`config.mk`:
```
export PLATFORM = sky130hd
export DESIGN_NAME = eth_measurer_reader
export DESIGN_NICKNAME = d
export VERILOG_FILES = /design/src/rtl/eth_measurer_reader.sv
export SDC_FILE = /design/constraint.sdc
export NUM_CORES = 2
export LEC_CHECK = 0
export BUFFER_PORTS_ARGS = -buffer_cell sky130_fd_sc_hd__buf_2
export CAP_MARGIN = 40
export CORE_MARGIN = 5
export CORE_UTILIZATION = 46
export DETAILED_ROUTE_END_ITERATION = 10
export PLACE_DENSITY = 0.66
export RECOVER_POWER = 50
export SETUP_SLACK_MARGIN = 0.2
export SLEW_MARGIN = 30
export SYNTH_ARGS = -nofsm -noshare
export SYNTH_HDL_FRONTEND = slang
export SYNTH_SLANG_ARGS = --single-unit
```
`constraint.sdc`:
```
create_clock -name clk -period 3.7 [get_ports clk]
set_input_delay 0.74 -clock clk [delete_from_list [all_inputs] [get_ports clk]]
set_output_delay 0.74 -clock clk [all_outputs]
set_load 0.01 [all_outputs]
```
`src/rtl/eth_measurer_reader.sv`:
```
// Consumer of the measurer timing FIFO: pops {pong, ping} round-trip entries,
// accumulates per-direction statistics and hands software a coherent copy on request.
module eth_measurer_reader #(
  parameter int CNT_WIDTH = 32,
  parameter int SUM_WIDTH = 48
) (
  input  logic                 clk,
  input  logic                 rst,
  input  logic                 fifo_empty,
  output logic                 fifo_read,
  input  logic [63:0]          fifo_out,
  input  logic                 enable,
  input  logic                 snapshot_req,
  input  logic                 clear_req,
  output logic [CNT_WIDTH-1:0] snap_samples,
  output logic [CNT_WIDTH-1:0] snap_ping_lost,
  output logic [CNT_WIDTH-1:0] snap_pong_lost,
  output logic [31:0]          snap_ping_min,
  output logic [31:0]          snap_ping_max,
  output logic [31:0]          snap_pong_min,
  output logic [31:0]          snap_pong_max,
  output logic [SUM_WIDTH-1:0] snap_ping_sum,
  output logic [SUM_WIDTH-1:0] snap_pong_sum,
  output logic [63:0]          snap_last,
  output logic                 snap_done
);

  localparam logic [31:0] LOST = 32'hFFFF_FFFF;

  typedef enum logic [1:0] {IDLE, POP, LATCH, UPDATE} state_t;

  state_t state_reg;
  logic [63:0] entry_reg;

  // Live accumulators and their post-UPDATE values
  logic [CNT_WIDTH-1:0] samples_reg, samples_next;
  logic [CNT_WIDTH-1:0] ping_lost_reg, ping_lost_next;
  logic [CNT_WIDTH-1:0] pong_lost_reg, pong_lost_next;
  logic [31:0]          ping_min_reg, ping_min_next;
  logic [31:0]          ping_max_reg, ping_max_next;
  logic [31:0]          pong_min_reg, pong_min_next;
  logic [31:0]          pong_max_reg, pong_max_next;
  logic [SUM_WIDTH-1:0] ping_sum_reg, ping_sum_next;
  logic [SUM_WIDTH-1:0] pong_sum_reg, pong_sum_next;
  logic [63:0]          last_reg, last_next;

  logic [31:0] ping_val;
  logic [31:0] pong_val;

  assign ping_val = entry_reg[31:0];
  assign pong_val = entry_reg[63:32];

  // Pop strobe comes straight from the state register: no input-to-output path
  assign fifo_read = (state_reg == POP);

  function automatic logic [CNT_WIDTH-1:0] cnt_inc(input logic [CNT_WIDTH-1:0] c);
    return (&c) ? c : c + CNT_WIDTH'(1);
  endfunction

  function automatic logic [SUM_WIDTH-1:0] sum_add(input logic [SUM_WIDTH-1:0] s,
                                                    input logic [31:0] v);
    logic [SUM_WIDTH:0] t;
    t = {1'b0, s} + {{(SUM_WIDTH - 31){1'b0}}, v};
    return t[SUM_WIDTH] ? {SUM_WIDTH{1'b1}} : t[SUM_WIDTH-1:0];
  endfunction

  // Sequencer: one entry per IDLE -> POP -> LATCH -> UPDATE round
  always_ff @(posedge clk) begin
    if (rst) begin
      state_reg <= IDLE;
      entry_reg <= '0;
    end else begin
      case (state_reg)
        IDLE:    if (enable && !fifo_empty) state_reg <= POP;
        POP:     state_reg <= LATCH;
        LATCH: begin
          entry_reg <= fifo_out;
          state_reg <= UPDATE;
        end
        default: state_reg <= IDLE;
      endcase
    end
  end

  // Classify the latched entry and compute the accumulators it produces
  always_comb begin
    samples_next   = samples_reg;
    ping_lost_next = ping_lost_reg;
    pong_lost_next = pong_lost_reg;
    ping_min_next  = ping_min_reg;
    ping_max_next  = ping_max_reg;
    pong_min_next  = pong_min_reg;
    pong_max_next  = pong_max_reg;
    ping_sum_next  = ping_sum_reg;
    pong_sum_next  = pong_sum_reg;
    last_next      = last_reg;
    if (state_reg == UPDATE) begin
      samples_next = cnt_inc(samples_reg);
      last_next    = entry_reg;
      if (ping_val == LOST) begin
        ping_lost_next = cnt_inc(ping_lost_reg);
      end else begin
        if (ping_val < ping_min_reg) ping_min_next = ping_val;
        if (ping_val > ping_max_reg) ping_max_next = ping_val;
        ping_sum_next = sum_add(ping_sum_reg, ping_val);
        if (pong_val == LOST) begin
          pong_lost_next = cnt_inc(pong_lost_reg);
        end else begin
          if (pong_val < pong_min_reg) pong_min_next = pong_val;
          if (pong_val > pong_max_reg) pong_max_next = pong_val;
          pong_sum_next = sum_add(pong_sum_reg, pong_val);
        end
      end
    end
  end

  // Live statistics: clear overrides any same-cycle update
  always_ff @(posedge clk) begin
    if (rst || clear_req) begin
      samples_reg   <= '0;
      ping_lost_reg <= '0;
      pong_lost_reg <= '0;
      ping_min_reg  <= LOST;
      ping_max_reg  <= '0;
      pong_min_reg  <= LOST;
      pong_max_reg  <= '0;
      ping_sum_reg  <= '0;
      pong_sum_reg  <= '0;
      last_reg      <= '0;
    end else begin
      samples_reg   <= samples_next;
      ping_lost_reg <= ping_lost_next;
      pong_lost_reg <= pong_lost_next;
      ping_min_reg  <= ping_min_next;
      ping_max_reg  <= ping_max_next;
      pong_min_reg  <= pong_min_next;
      pong_max_reg  <= pong_max_next;
      ping_sum_reg  <= ping_sum_next;
      pong_sum_reg  <= pong_sum_next;
      last_reg      <= last_next;
    end
  end

  // Snapshot copy: takes the post-update, pre-clear values so software sees a coherent set
  always_ff @(posedge clk) begin
    if (rst) begin
      snap_samples   <= '0;
      snap_ping_lost <= '0;
      snap_pong_lost <= '0;
      snap_ping_min  <= LOST;
      snap_ping_max  <= '0;
      snap_pong_min  <= LOST;
      snap_pong_max  <= '0;
      snap_ping_sum  <= '0;
      snap_pong_sum  <= '0;
      snap_last      <= '0;
      snap_done      <= 1'b0;
    end else begin
      snap_done <= snapshot_req;
      if (snapshot_req) begin
        snap_samples   <= samples_next;
        snap_ping_lost <= ping_lost_next;
        snap_pong_lost <= pong_lost_next;
        snap_ping_min  <= ping_min_next;
        snap_ping_max  <= ping_max_next;
        snap_pong_min  <= pong_min_next;
        snap_pong_max  <= pong_max_next;
        snap_ping_sum  <= ping_sum_next;
        snap_pong_sum  <= pong_sum_next;
        snap_last      <= last_next;
      end
    end
  end

endmodule

```
==> results.md <==
* Syn Nets at ~4500
* Failing checks: max-capacitance violations, max-slew violations
* Global route total overflow at 0
* Remaining antenna violation count at 0
* Setup TNS at 0 ns
* Drt first pass iters at 6
* #FFs+latches synth at roughly 840
* CTS Sinks at approximately 840
* Area grow syn2layout at 16.4%
* # diodes at 0
* Final setup violation count at 0
* Synth cell types at between 80 and 90
* RePlAce Congestion at about 0.93
* Pin count of the biggest net entering global routing at 210
* Die height at 295 um
* Power density cells at about 460 nW/um2
* Die Area at between 80000 and 90000 um2
* Final nets at 4842
* Delay-heaviest family, CP: buffers and inverters
* Startpoint Class: input pin
* CP endpoint kind: flip-flop
* Routed vias at ~32000
* IO Count at approximately 460
* Setup slack at placement at between 0.15 and 0.2 ns
* Final cell area excluding filler cells at 43500 um2
* Cell Area, Placed at between 40000 and 50000 um2
* Vias in the first global route at 30300
* All-Layer GR Usage at 25.1%
* Register area share after synthesis at 44.7%
* DRC at 0
* Worst Path Max Fanout at 76
* Outcome: finished, violations left
* Setup CP Type: in -> reg
* Max-slew headroom at -19.8%
* Core area at 80500 um2
* Worst setup slack after layout at 0.246 ns
* Leakage at ~18 nW
* Most frequent cells in the layout: dfxtp_1, nor2_1, clkbuf_1
* Max Buffers Root-to-Sink at 3
* Syn Std Cell Area at about 37000 um2
* IO buf count at approximately 460
* Core Rows at ~100
* TritonCTS clock tree: done
* DIE WIDTH at roughly 300 um
* Layout cells sized above 1 at under 10%
* Clock Latency Late Sink at approximately 0.63 ns
* FFs w/ async S/R, synth at 0%
* Number of synthesized flops with an enable pin at 0
* CTS clk-pin slew, worst paths at approximately 0.06 ns
* Max Cap Viol at 1
* Antenna violations before repair at 1
* Max rail drop VDD at about 0.36 mV
* Worst-margin pin slew at approximately 1.8 ns
* CP Buf/Inv Count at 3
* First-pass GRT wire length at around 180 mm
* Worst min path class: in -> reg
* Post-route minimum period at around 3.5 ns
* Critical-path top delay cell: clkbuf_2
* Cells after Synth at 4187
* Final Max Slew Viols at 76
* WL/cell at 20.0 um
* Hold_buf cts at 0
* Prevailing post-synth register cell: dfxtp_1
* Worst Skew at approximately 0.020 ns
* Worst Path Required at ~4.2 ns
* TritonCTS buffer count at 89
* CTS root buf: clkbuf_16
* Fmax achieved at slightly below 300 MHz
* Syn. warnings at 0
* Worst-path cell chain: clkbuf_2 -> or2_1 -> clkbuf_4 -> buf_8 -> nor2_1
* H-Tree Depth at 3
* Tcrit/Tclk final at between 90% and 100%
* Hold Fails Final Rpt at 0
* Commonest non-fill, non-tap cell in the layout: dfxtp_1
* Post-DR vias/cell at 5.60
* Syn Area/Cell at just under 9 um2
* Starting Density at around 46%
* Max incr delay on CP at 1.22 ns
* Iter 0 DRT Violations at 2136
* Final WL at between 100 and 150 mm
* RSZ-0062 raised after global routing: yes
* Dpl hpwl at between 80 and 90 mm
* Worst Path Arrival at 3.95 ns
-- Yosys cell counts, drive strengths merged (43+ instances only) --
master | number | area share [%]
a211oi | 329 | 6.6
a21o | 79 | 1.6
a21oi | 127 | 1.7
and3 | 55 | 0.92
buf | 45 | 0.56
clkbuf | 223 | 2.2
dfxtp | 835 | 45
ha | 197 | 6.6
inv | 166 | 1.7
mux2i | 202 | 5.4
nand2 | 166 | 1.7
nand3 | 65 | 0.87
nand4 | 82 | 1.4
nor2 | 816 | 8.2
nor3 | 53 | 0.75
o211a | 43 | 1.2
o211ai | 95 | 1.9
o21ai | 138 | 1.8
xnor2 | 78 | 1.8
xor2 | 76 | 1.8
-- stage by stage --
step / util [%] / hold slack [ns] / instances / power [W]
finish: 54.0 / 0.346 / 5706 / 0.0199
global route: 54.0 / 0.346 / 5706 / 0.0206
CTS: 54.6 / 0.303 / 5705 / 0.0201
detailed placement: 51.0 / 0.453 / 5540 / 0.0111
global placement: 50.9 / 0.447 / 5539 / 0.0111
floorplan: - / 0.456 / 4187 / 0.0104
-- what timing repair did --
action / CTS / global route
pin swaps: 1 / 0
gates cloned: 0 / 0
endpoints found under the setup margin: 8 / 85
gates resized for setup: 1 / 14
setup buffers: 1 / 0
-- where the power goes --
| part | internal (W) | leakage, nW | switching, W | total [W] |
|---|---|---|---|---|
| Clock | 0.00520 | 1.45 | 0.00378 | 0.00898 |
| Combinational | 0.000513 | 9.40 | 0.000986 | 0.00150 |
| Sequential | 0.00919 | 6.78 | 0.000181 | 0.00937 |
| Total | 0.0149 | 17.6 | 0.00495 | 0.0199 |
-- tightest hold or removal path: cells and delay by family --
kind,cells,cell delay (ns)
buf+inv,1,0.08
mux,1,0.05
simple gates,1,0.07
-- kinds of logic (layout without fill, tap and decap cells) --
| group | after synthesis | in the layout | share of synthesized area [%] |
|---|---|---|---|
| adder cells (fa/ha/maj) | 199 | 199 | 6.70 |
| AO/OA/AOI/OAI | 1013 | 1013 | 19.2 |
| XOR/XNOR | 154 | 154 | 3.61 |
| buffers and inverters | 435 | 894 | 4.47 |
| AND/OR/NAND/NOR | 1349 | 1349 | 15.9 |
| flip-flops | 835 | 835 | 44.7 |
| multiplexers | 202 | 202 | 5.41 |
-- final timing paths --
check | slack (ns) | cells after the start | endpoint | start
setup / recovery | 0.25 | 5 | ping_lost_reg[22] | rst
hold reg to reg | 0.46 | 2 | snap_pong_sum[34] | snap_pong_sum[34]
hold / removal | 0.35 | 3 | entry_reg[6] | fifo_out[6]
setup reg to reg | 0.31 | 10 | snap_ping_min[21] | entry_reg[5]
-- per-layer routing --
layer | global-route usage (%) | share of wire [%] | up-vias | wire length, um
met5 | 0 | 0 | - | 0
met4 | 6.97 | 2.7 | 0 | 3060
met3 | 5.56 | 7.4 | 153 | 8430
met2 | 38.6 | 43 | 877 | 49400
met1 | 35.8 | 47 | 15200 | 53300
li1 | - | - | 15700 | -
-- area by class of cell --
class	count	area [um2]
Tap cell	1060	1330
Clock inverter	45	487
Clock buffer	119	2460
Fill cell	7673	37000
Sequential cell	835	16700
Inverter	167	628
Multi-Input combinational cell	2917	19100
Timing Repair Buffer	563	2760
Note: power is estimated with default switching activity, not from simulation.
